<file path="src/rtl/dsq_result_buffer.sv">
// rtl/dsq_result_buffer.sv - div/sqrt result tracker and writeback FIFO
// Optional DSQ_BYPASS_EN: zero-latency bypass from ds_* to wb_* when the FIFO is empty.
module dsq_result_buffer #(
   parameter int DEPTH = 2,
   parameter int TAG_W = 5,
   parameter int RW    = 65
) (
   input  logic             clock_i,
   input  logic             reset_i,
   input  logic             issue_fire_i,
   input  logic [TAG_W-1:0] issue_tag_i,
   input  logic             issue_typ_i,
   input  logic             issue_sqrt_i,
   input  logic             kill_i,
   input  logic             ds_valid_div_i,
   input  logic             ds_valid_sqrt_i,
   input  logic [RW-1:0]    ds_out_i,
   input  logic [4:0]       ds_exc_i,
   output logic             issue_ok_o,
   output logic             busy_o,
   output logic             wb_valid_o,
   input  logic             wb_ready_i,
   output logic [RW-1:0]    wb_data_o,
   output logic [4:0]       wb_exc_o,
   output logic [TAG_W-1:0] wb_tag_o,
   output logic             wb_typ_o,
   output logic             wb_sqrt_o,
   output logic             err_o
);

   localparam int AW = (DEPTH > 1) ? $clog2(DEPTH) : 1;
   localparam int CW = AW + 1;
   localparam int EW = RW + 5 + TAG_W + 2;

   typedef enum logic [1:0] {
      S_IDLE     = 2'd0,
      S_INFLIGHT = 2'd1,
      S_DRAIN    = 2'd2
   } state_t;

   state_t           state_q, state_d;
   logic [TAG_W-1:0] tag_q, tag_d;
   logic             typ_q, typ_d;
   logic             sqrt_q, sqrt_d;
   logic             err_q, err_d;
   logic [AW-1:0]    wr_ptr_q, wr_ptr_d;
   logic [AW-1:0]    rd_ptr_q, rd_ptr_d;
   logic [CW-1:0]    count_q, count_d;
   logic [EW-1:0]    mem_q [DEPTH];

   logic             pulse, both, push_req, full, bypass, do_push, do_pop;
   logic [EW-1:0]    push_entry, out_entry;

   assign pulse      = ds_valid_div_i | ds_valid_sqrt_i;
   assign both       = ds_valid_div_i & ds_valid_sqrt_i;
   assign full       = (count_q == CW'(DEPTH));
   assign issue_ok_o = (state_q == S_IDLE) && (count_q < CW'(DEPTH));
   assign busy_o     = (state_q != S_IDLE) || (count_q != '0);
   assign err_o      = err_q;
   assign push_entry = {ds_out_i, ds_exc_i, tag_q, typ_q, sqrt_q};

   always_comb begin
      state_d  = state_q;
      tag_d    = tag_q;
      typ_d    = typ_q;
      sqrt_d   = sqrt_q;
      err_d    = err_q;
      push_req = 1'b0;
      if (both) err_d = 1'b1;
      if (issue_fire_i && !issue_ok_o) err_d = 1'b1;
      case (state_q)
         S_IDLE: begin
            // A pulse here has no owner, even if a new request issues alongside it.
            if (pulse) err_d = 1'b1;
            if (issue_fire_i && issue_ok_o) begin
               tag_d   = issue_tag_i;
               typ_d   = issue_typ_i;
               sqrt_d  = issue_sqrt_i;
               state_d = S_INFLIGHT;
            end
         end
         S_INFLIGHT: begin
            if (pulse) begin
               state_d = S_IDLE;
               if (!kill_i) begin
                  push_req = 1'b1;
                  if (!both && (ds_valid_sqrt_i != sqrt_q)) err_d = 1'b1;
               end
            end else if (kill_i) begin
               state_d = S_DRAIN;
            end
         end
         S_DRAIN: begin
            if (pulse) state_d = S_IDLE;
         end
         default: state_d = S_IDLE;
      endcase
      if (push_req && full) err_d = 1'b1;
   end

   always_comb begin
`ifdef DSQ_BYPASS_EN
      bypass = push_req && (count_q == '0) && wb_ready_i;
`else
      bypass = 1'b0;
`endif
      do_push  = push_req && !full && !bypass;
      do_pop   = (count_q != '0) && wb_ready_i;
      wr_ptr_d = do_push ? wr_ptr_q + AW'(1) : wr_ptr_q;
      rd_ptr_d = do_pop  ? rd_ptr_q + AW'(1) : rd_ptr_q;
      count_d  = count_q;
      case ({do_push, do_pop})
         2'b10:   count_d = count_q + CW'(1);
         2'b01:   count_d = count_q - CW'(1);
         default: count_d = count_q;
      endcase
   end

   always_comb begin
      out_entry  = mem_q[rd_ptr_q];
      wb_valid_o = (count_q != '0);
      if (bypass) begin
         out_entry  = push_entry;
         wb_valid_o = 1'b1;
      end
   end

   assign {wb_data_o, wb_exc_o, wb_tag_o, wb_typ_o, wb_sqrt_o} = out_entry;

   always_ff @(posedge clock_i or negedge reset_i) begin
      if (!reset_i) begin
         state_q  <= S_IDLE;
         tag_q    <= '0;
         typ_q    <= 1'b0;
         sqrt_q   <= 1'b0;
         err_q    <= 1'b0;
         wr_ptr_q <= '0;
         rd_ptr_q <= '0;
         count_q  <= '0;
         for (int i = 0; i < DEPTH; i++) mem_q[i] <= '0;
      end else begin
         state_q  <= state_d;
         tag_q    <= tag_d;
         typ_q    <= typ_d;
         sqrt_q   <= sqrt_d;
         err_q    <= err_d;
         wr_ptr_q <= wr_ptr_d;
         rd_ptr_q <= rd_ptr_d;
         count_q  <= count_d;
         if (do_push) mem_q[wr_ptr_q] <= push_entry;
      end
   end

endmodule

</file>
<file path="config.mk">
export PLATFORM = sky130hd
export DESIGN_NAME = dsq_result_buffer
export DESIGN_NICKNAME = d
export VERILOG_FILES = /design/src/rtl/dsq_result_buffer.sv
export SDC_FILE = /design/constraint.sdc
export NUM_CORES = 1
export LEC_CHECK = 0
export CORE_ASPECT_RATIO = 1.5
export CORE_MARGIN = 1.5
export CORE_UTILIZATION = 40
export CTS_CLUSTER_DIAMETER = 150
export CTS_CLUSTER_SIZE = 12
export DETAILED_ROUTE_END_ITERATION = 10
export GPL_ROUTABILITY_DRIVEN = 0
export PLACE_DENSITY_LB_ADDON = 0.25
export SLEW_MARGIN = 20
export SYNTH_ARGS = -nofsm -noshare
export SYNTH_HDL_FRONTEND = slang
export SYNTH_SLANG_ARGS = --single-unit
</file>
<file path="constraint.sdc">
create_clock -name clock_i -period 1.85 [get_ports clock_i]
set_clock_uncertainty 0.05 [all_clocks]
set_input_delay 0.37 -clock clock_i [delete_from_list [all_inputs] [get_ports clock_i]]
set_output_delay 0.37 -clock clock_i [all_outputs]
set_load 0.02 [all_outputs]
</file>
Word-level counts from Yosys, hierarchy flattened. Cells that the tools add are included.

Flip-flop bits (word level): 168. Bits of input ports: 84. Output and inout port bits: 81. Logic and storage cells: 72.

$add $sub $neg: 4. Magnitude comparators: 4. Eq/ne operators: 9. Mux-type cells: 23. Bitwise gates (word level): 4. Reduce and logical (&&, ||, !) cells: 18.

Operators by type and width (number): 2-to-1 mux 77 bit (4); bitwise mux 154 bit (1); demux 77 bit (select 1 bit) (1); 2-to-1 mux 1 bit (10); logical AND 1 bit (8); 2-to-1 mux 2 bit (4); == test 2 bit (second input constant) (3); one-hot mux 2 bit (3 select lines) (1); nonzero test 2 bit (3); == test 2 x 1 -> 1 bit (second input constant) (2); greater-or-equal comparator 2 bit (second input constant) (2); NOT 1 -> 2 bit (2); one-hot mux 2 bit (2 select lines) (1); logical NOT 1 bit (3); != test 3 bit (second input constant) (1); AND reduction 3 bit (1); adder 1 bit (second input constant) (2); adder 2 x 1 -> 2 bit (second input constant) (1); logical NOT 2 bit (1); < comparator 2 x 1 -> 1 bit (second input constant) (1); < comparator 2 bit (second input constant) (1); != test 2 x 1 -> 1 bit (second input constant) (1); != test 2 bit (second input constant) (1); one-hot mux 1 bit (2 select lines) (1); 6 further kinds (6).

Longest topological paths before layout. Gate-level depths: netlist (run 1).

Depth after elaboration: 10. Gate-level depth with buffers: 6. Depth with buffers taken out: 6.

Worst setup path before layout (run 1). OpenSTA, ideal clock, no wires.

Path kind: flip-flop to flip-flop. Start point: register state_q[1]. End point: register sqrt_q. Arrival: 1.777 ns. Data required time: 1.675 ns. Slack: -0.102 ns. Cell stages (with the launch flop): 5. Clock period less this slack: 1.952 ns. Cells stage by stage: dfrtp_1 > nor3_1 > and2_1 > buf_2 > mux2_2.

Longest elaborated chain between the ends: 4.

RTL lines: from (decl) (RTL line 41) `state_t state_q, state_d;`; from (signal assigned) (RTL line 142) `state_q <= state_d;`; logical NOT 2 bit (RTL line 57) `assign issue_ok_o = (state_q == S_IDLE) && (count_q < CW'(DEPTH));`; logical AND 1 bit (RTL line 57); net issue_ok_o (RTL line 19) `output logic issue_ok_o,`; logical AND 1 bit (RTL line 75) `if (issue_fire_i && issue_ok_o) begin`; AND reduction 2 bit (no line); to (signal assigned) (RTL line 145) `sqrt_q <= sqrt_d;`; to (decl) (RTL line 44) `logic sqrt_q, sqrt_d;`.

The timed path passes the listed nets, and every way through them passes these cells. A chain may end at the register's enable or synchronous reset.

Worst setup path in the final report (run 1).
Start point: register rd_ptr_q. End point: output wb_exc_o[1].

Longest elaborated chain between the ends: 4.

RTL lines: from (decl) (RTL line 47) `logic [AW-1:0] rd_ptr_q, rd_ptr_d;`; from (signal assigned) (RTL line 148) `rd_ptr_q <= rd_ptr_d;`; NOT 1 -> 2 bit (implied by the code) (RTL line 120) `out_entry = mem_q[rd_ptr_q];`; 2-to-1 mux 77 bit (implied by the code) (3 in series) (RTL line 120); to (decl) (RTL line 24) `output logic [4:0] wb_exc_o,`.

Every way passes these cells. The select of a mux whose other input is x is not followed.

==> flow_summary_export.csv, run 1 <==
group,metric,value,unit
outcome,status,"complete, but fails checks",
outcome,violations,"negative setup slack",
worst_setup_path,required,1.43,ns
timing,hold_viol,0,
synthesis,synth_area,0.00744,sq mm
drt,antenna_left,0,
floorplan,design.core.area,0.0181,sq mm
synthesis,synth_seq_cells,168,
worst_setup_path,path_class,"reg2out",
timing,maxSlewHeadroom,74.9,%
floorplan,die_y,170,um
clock_network,clkTransAtPathRegs,0.06,ns
drt,drt_iter0_drc,147,
timing,period_needed,2.10,ns
timing,setup_ws,-0.247,ns
power,cellLeakagePower,4.81,nW
worst_setup_path,crit_path_end_kind,"output pin",
clock_network,clock_sinks,168,
finish,drive_gt1_share,57.2,%
synthesis,ys_warn_count,0,
finish,stdcell_count,924,
timing,holdWs,0.365,ns
global_route,track_usage,17.4,%
timing,fin_crit_sh,113,%
drt,via_per_inst,4.92,
global_route,grt_pass1_wl,26200,um
floorplan,initial_core_util,41.1,%
synthesis,synth_fp_nets,549,
timing,max_freq,477,MHz
worst_setup_path,crit_arrival,1.68,ns
worst_setup_path,regToRegSetupSlack,0.07,ns
timing,maxSlewViolCount,0,
finish,diodes,0,
timing,rsz0062_at_grt,"yes",
finish,nNetsFinal,748,
worst_setup_path,path_delay_family,"flip-flops",
synthesis,ys_seq_area_share,56.5,%
placement,dp.cells,872,
power,power.total,20.9,mW
worst_setup_path,crit_chain,"buf_12 > buf_16 > mux2_4 > buf_6",
placement,hpwlAfterDp,10900,um
global_route,grt_pass1_vias,5033,
worst_setup_path,cp_max_fo,9,
hold_path,min_path_type,"in2async",
drt,wl_per_cell,18.5,um
power,pwr_density_cell,1950,mW/mm^2
drt,dr.pass1.iters,4,
floorplan,die_x,114,um
drt,vias,4545,
clock_network,clock_latency,0.42,ns
run,drv_cap,0,
drt,drc,0,
worst_setup_path,rr_worst_depth,5,
clock_network,clockRootBuffer,"clkbuf_16",
worst_setup_path,path_buf_inv,3,
worst_setup_path,r2r-end,"mem_q[117]",
synthesis,synth_cell_types,29,
clock_network,htreeDepth,4,
floorplan,io_pins,165,
drt,finalWirelength,17100,um
clock_network,cts-buffers-inserted,17,
clock_network,cts_tree,"done",
clock_network,clockBufferDepth,2,
worst_setup_path,slowest_stage,"dfrtp_4",
floorplan,dieArea,0.0195,sq mm
worst_setup_path,rr_startpoint,"state_q[1]",
synthesis,syn-instance-count,464,
synthesis,syn_area_per_cell,16.0,sq um
timing,worst_pin_slew,0.377,ns
global_route,grt_start_max_net_pins,73,
timing,setup_viol,77,
worst_setup_path,start_kind,"register",
worst_setup_path,slowest_delay,0.50,ns
power,peakVddDrop,0.908,mV
global_route,grt-ovfl-total,0,
global_route,antenna_found_initial,0,
placement,numPortBuffers,164,
floorplan,row_count,60,
finish,syn_to_final_growth,44.0,%
[sequential cells by signal, summed over array words and instances (netlist names)]
name,cells
count_q,2
typ_q,1
err_o,1
rd_ptr_q,1
mem_q,154
sqrt_q,1
tag_q,5
state_q,2
wr_ptr_q,1
[worst max path at each step]
stage,start,to,cells after the start
global route,rd_ptr_q,wb_data_o[38],4
finish,rd_ptr_q,wb_exc_o[1],4
CTS,rd_ptr_q,wb_data_o[29],4
detailed placement,kill_i,mem_q[97],5
global placement,kill_i,mem_q[94],5
floorplan,state_q[1],mem_q[129],6
[kinds of logic after synthesis]
| family | count (synthesis) | synth area share (%) |
|---|---|---|
| AOI/OAI and AO/OA | 6 | 0.487 |
| xor gates and xnor gates | 5 | 0.588 |
| adders and majority gates | 1 | 0.168 |
| buffers and inverters | 28 | 2.50 |
| DFF | 168 | 56.5 |
| muxes | 239 | 38.2 |
| and+or+nand+nor | 17 | 1.63 |
[report_power, final]
part	internal [mW]	switching, mW
Clock	2.30	1.42
Combinational	6.33	4.35
Sequential	5.50	0.967
Total	14.1	6.74
[layer usage]
layer | track usage, % | routed length, um | vias to the layer above
li1 | - | - | 2060
met1 | 20.5 | 7120 | 2359
met2 | 30.6 | 9090 | 108
met3 | 4.13 | 599 | 18
met4 | 6.52 | 300 | 0
met5 | 0 | 0 | -
[cell usage after synthesis]
cell | instances | area share, %
xnor2_1 | 3 | 0.35
mux2_1 | 14 | 2.1
a21oi_1 | 2 | 0.13
mux2_2 | 184 | 28
nand2b_1 | 3 | 0.25
dfrtp_1 | 168 | 56
and4b_1 | 1 | 0.13
mux2i_1 | 1 | 0.13
nor3b_4 | 1 | 0.25
nand3_1 | 1 | 0.067
o21ai_0 | 2 | 0.13
buf_1 | 5 | 0.25
a21o_1 | 1 | 0.10
or2_2 | 1 | 0.084
buf_2 | 14 | 0.94
ha_1 | 1 | 0.17
mux2_4 | 40 | 8.1
inv_1 | 1 | 0.050
nand3b_1 | 1 | 0.10
clkbuf_1 | 1 | 0.050
nand4_2 | 1 | 0.17
and2_1 | 2 | 0.17
nor2_1 | 3 | 0.15
buf_8 | 3 | 0.60
buf_6 | 4 | 0.60
xor2_1 | 2 | 0.24
a211o_1 | 1 | 0.12
nor3_1 | 2 | 0.13
or2_4 | 1 | 0.12
[stage by stage]
step	util [%]	setup WS [ns]	instance area [sq um]	TNS, ns
final	59.3	-0.247	10700	-16.66
after global routing	59.3	-0.290	10700	-20.47
after floorplan	-	0.0762	7450	0
after CTS	56.8	-0.279	10300	-18.13
after detailed placement	52.9	-0.386	9570	-59.87
after global placement	52.9	-0.333	9570	-54.35
[worst reg2reg max path: stages (launching register included)]
cell and delay, ns:
dfrtp_2 0.45, nor3b_4 0.20, and4b_4 0.28, buf_12 0.15, clkbuf_16 0.19, mux2_2 0.34
[area by class of cell]
cell class | count | area (sq um)
Clock buffer | 21 | 450
Clock inverter | 11 | 169
Fill cell | 1429 | 7370
Inverter | 1 | 3.75
Multi-Input combinational cell | 268 | 3100
Sequential cell | 168 | 4210
Tap cell | 248 | 310
Timing Repair Buffer | 207 | 2480
[cell usage in the layout, fill, tap and decap left out, types with 2 or more instances in the layout]
cell type,Yosys,final
buf_2,14,2
clkbuf_16,0,26
bufinv_16,0,4
a21oi_1,2,2
dfrtp_1,168,164
and2_1,2,2
clkbuf_1,1,3
buf_12,0,14
dfrtp_2,0,3
buf_4,0,14
buf_6,4,79
clkdlybuf4s50_1,0,82
inv_6,0,2
buf_16,0,4
mux2_2,184,179
xor2_1,2,2
nor2_1,3,3
o21ai_0,2,2
clkinv_2,0,3
mux2_4,40,45
xnor2_1,3,3
mux2_1,14,14
nand2b_1,3,2
[what timing repair did]
item                                    CTS  global route
hold buffers                              1             0
gates resized for setup                 437            55
endpoints found under the setup margin   80           108
pin swaps                                 1             3
buffers inserted                          3             3
endpoints found under the hold margin    27             0
cloned                                    2            11
(Power assumes the default switching activity.)
==> run 2: changes to the inputs <==
--- a/config.mk
+++ b/config.mk
@@ -12,6 +12,7 @@
 export CTS_CLUSTER_SIZE = 12
 export DETAILED_ROUTE_END_ITERATION = 10
 export GPL_ROUTABILITY_DRIVEN = 0
+export HOLD_SLACK_MARGIN = 0.12
 export PLACE_DENSITY_LB_ADDON = 0.25
 export SLEW_MARGIN = 20
 export SYNTH_ARGS = -nofsm -noshare
==> results of run 2 <==
Final layout, timing and power as in run 1 (identical DEF).
==> run 3: changes to the inputs <==
--- a/config.mk
+++ b/config.mk
@@ -7,7 +7,7 @@
 export LEC_CHECK = 0
 export CORE_ASPECT_RATIO = 1.5
 export CORE_MARGIN = 1.5
-export CORE_UTILIZATION = 40
+export CORE_UTILIZATION = 46
 export CTS_CLUSTER_DIAMETER = 150
 export CTS_CLUSTER_SIZE = 12
 export DETAILED_ROUTE_END_ITERATION = 10
==> run 3 against run 2 <==
Effect of this change: the flow still finishes with violations (negative setup slack); utilization up 6.1 points; critical path depth unchanged; cell area down 3.8%; sequential share of layout area up 1.6 points; worst hold slack worse by 0.030 ns; total power down 3.6%; non-clock buffer count down 12.
==> flow_summary_export.csv, run 3 (synthesis gave the netlist of run 1 again) <==
group,metric,value,unit
drt,drc,0,
worst_setup_path,slowest_stage,"dfrtp_4",
placement,dp.cells,825,
placement,numPortBuffers,164,
finish,final_common_cell,"mux2_2",
run,drv_cap,0,
timing,maxSlewHeadroom,76.7,%
timing,fin_crit_sh,113,%
global_route,grt_pass1_vias,5133,
clock_network,htreeDepth,4,
drt,wl_per_cell,18.9,um
floorplan,die_y,159,um
outcome,status,"complete, but fails checks",
finish,mostFrequentLayoutCells,"mux2_2, dfrtp_1, clkdlybuf4s50_1",
worst_setup_path,cp-startpoint,"rd_ptr_q",
drt,finalWirelength,16400,um
clock_network,cts_tree,"done",
floorplan,io_pins,165,
global_route,antenna_found_initial,0,
finish,regArea,0.00421,sq mm
finish,fillers,1191,
worst_setup_path,cp_max_fo,10,
worst_setup_path,required,1.43,ns
power,peakVddDrop,0.990,mV
drt,antenna_left,0,
worst_setup_path,slowest_delay,0.51,ns
clock_network,clock_latency,0.40,ns
timing,max_freq,479,MHz
drt,via_per_inst,5.17,
finish,largest_reg_flops,154,
drt,vias,4485,
outcome,violations,"negative setup slack",
floorplan,die_x,107,um
drt,drt_iter0_drc,114,
drt,dr.pass1.iters,4,
floorplan,initial_core_util,47.2,%
finish,drive_gt1_share,56.5,%
worst_setup_path,rr_worst_depth,4,
clock_network,clockRootBuffer,"clkbuf_16",
worst_setup_path,r2r-end,"mem_q[127]",
worst_setup_path,path_class,"reg2out",
global_route,grt_pass1_wl,26800,um
placement,hpwlAfterDp,10900,um
clock_network,clock_sinks,168,
worst_setup_path,crit_arrival,1.67,ns
worst_setup_path,rr_startpoint,"state_q[0]",
finish,multi_input_area,0.00310,sq mm
finish,nNetsFinal,736,
timing,holdWs,0.335,ns
timing,setup_viol,77,
finish,diodes,0,
hold_path,min_path_type,"in2async",
clock_network,clockBufferDepth,2,
finish,stdcell_count,867,
floorplan,dieArea,0.0170,sq mm
finish,largest_register,"mem_q",
timing,hold_viol,0,
floorplan,row_count,56,
global_route,track_usage,20.1,%
worst_setup_path,regToRegSetupSlack,0.08,ns
timing,rsz0062_at_grt,"yes",
power,pwr_density_cell,1950,mW/mm^2
clock_network,clkTransAtPathRegs,0.06,ns
timing,period_needed,2.09,ns
worst_setup_path,crit_path_end,"wb_data_o[5]",
timing,worst_pin_slew,0.350,ns
worst_setup_path,start_kind,"register",
global_route,grt-ovfl-total,0,
worst_setup_path,crit_chain,"buf_12 > buf_16 > mux2_4 > buf_6",
finish,syn_to_final_growth,38.5,%
global_route,grt_start_max_net_pins,64,
worst_setup_path,crit_path_end_kind,"output pin",
timing,maxSlewViolCount,0,
timing,setup_ws,-0.239,ns
power,cellLeakagePower,4.64,nW
clock_network,cts-buffers-inserted,17,
floorplan,design.core.area,0.0158,sq mm
finish,reg_top3,"mem_q (154), tag_q (5)",
==> run 3: repair_timing <==
item	4_1_cts	5_1_grt
gates resized for setup	438	42
hold buffers	1	0
setup buffers	6	0
cloned	2	2
endpoints found under the setup margin	80	127
pin swaps	1	1
endpoints found under the hold margin	137	0
==> run 3: stage by stage <==
stage	setup WS (ns)	utilization [%]	area [sq um]	TNS (ns)	total power, mW
finish	-0.239	65.4	10300	-14.67	20.1
detailed placement	-0.296	60.1	9480	-47.92	15.9
global placement	-0.275	60.1	9480	-45.16	15.5
floorplan	0.0762	-	7450	0	12.0
CTS	-0.278	64.5	10200	-17.73	19.9
global route	-0.283	65.4	10300	-18.32	21.2
==> run 3: worst max-delay path: cells and delay by family, from the launching register on <==
family	cells	cell delay, ns
multiplexers	1	0.31
flip-flops	1	0.51
buffers and inverters	3	0.44
==> run 3: power breakdown <==
group          total, mW  internal (mW)  switching (mW)
clock               3.44           2.01            1.44
combinational       10.2           5.94            4.23
sequential          6.50           5.50            1.00
==> run 3: final cells by class <==
class	instances	share of cell area, %
Inverter	1	0.0364
Clock inverter	13	1.42
Multi-Input combinational cell	268	30.1
Sequential cell	168	40.8
Clock buffer	19	4.20
Timing Repair Buffer	195	21.0
Tap cell	203	2.46
==> run 3: layer usage <==
layer	up-vias	routed length, um	global-route usage [%]
met5	-	0	0
met4	0	152	5.82
met3	8	694	4.72
met2	109	8930	35.5
met1	2322	6640	24.0
li1	2046	-	-
==> run 3: worst min path at each step <==
stage | startpoint | endpoint | slack, ns | cells after the start
2_1_floorplan | reset_i | count_q[0] | 0.02 | 0
5_1_grt | reset_i | mem_q[148] | 0.33 | 2
3_5_place_dp | reset_i | mem_q[148] | 0.19 | 1
4_1_cts | reset_i | mem_q[148] | 0.33 | 2
6_report | reset_i | mem_q[148] | 0.33 | 2
3_3_place_gp | reset_i | mem_q[71] | 0.19 | 1
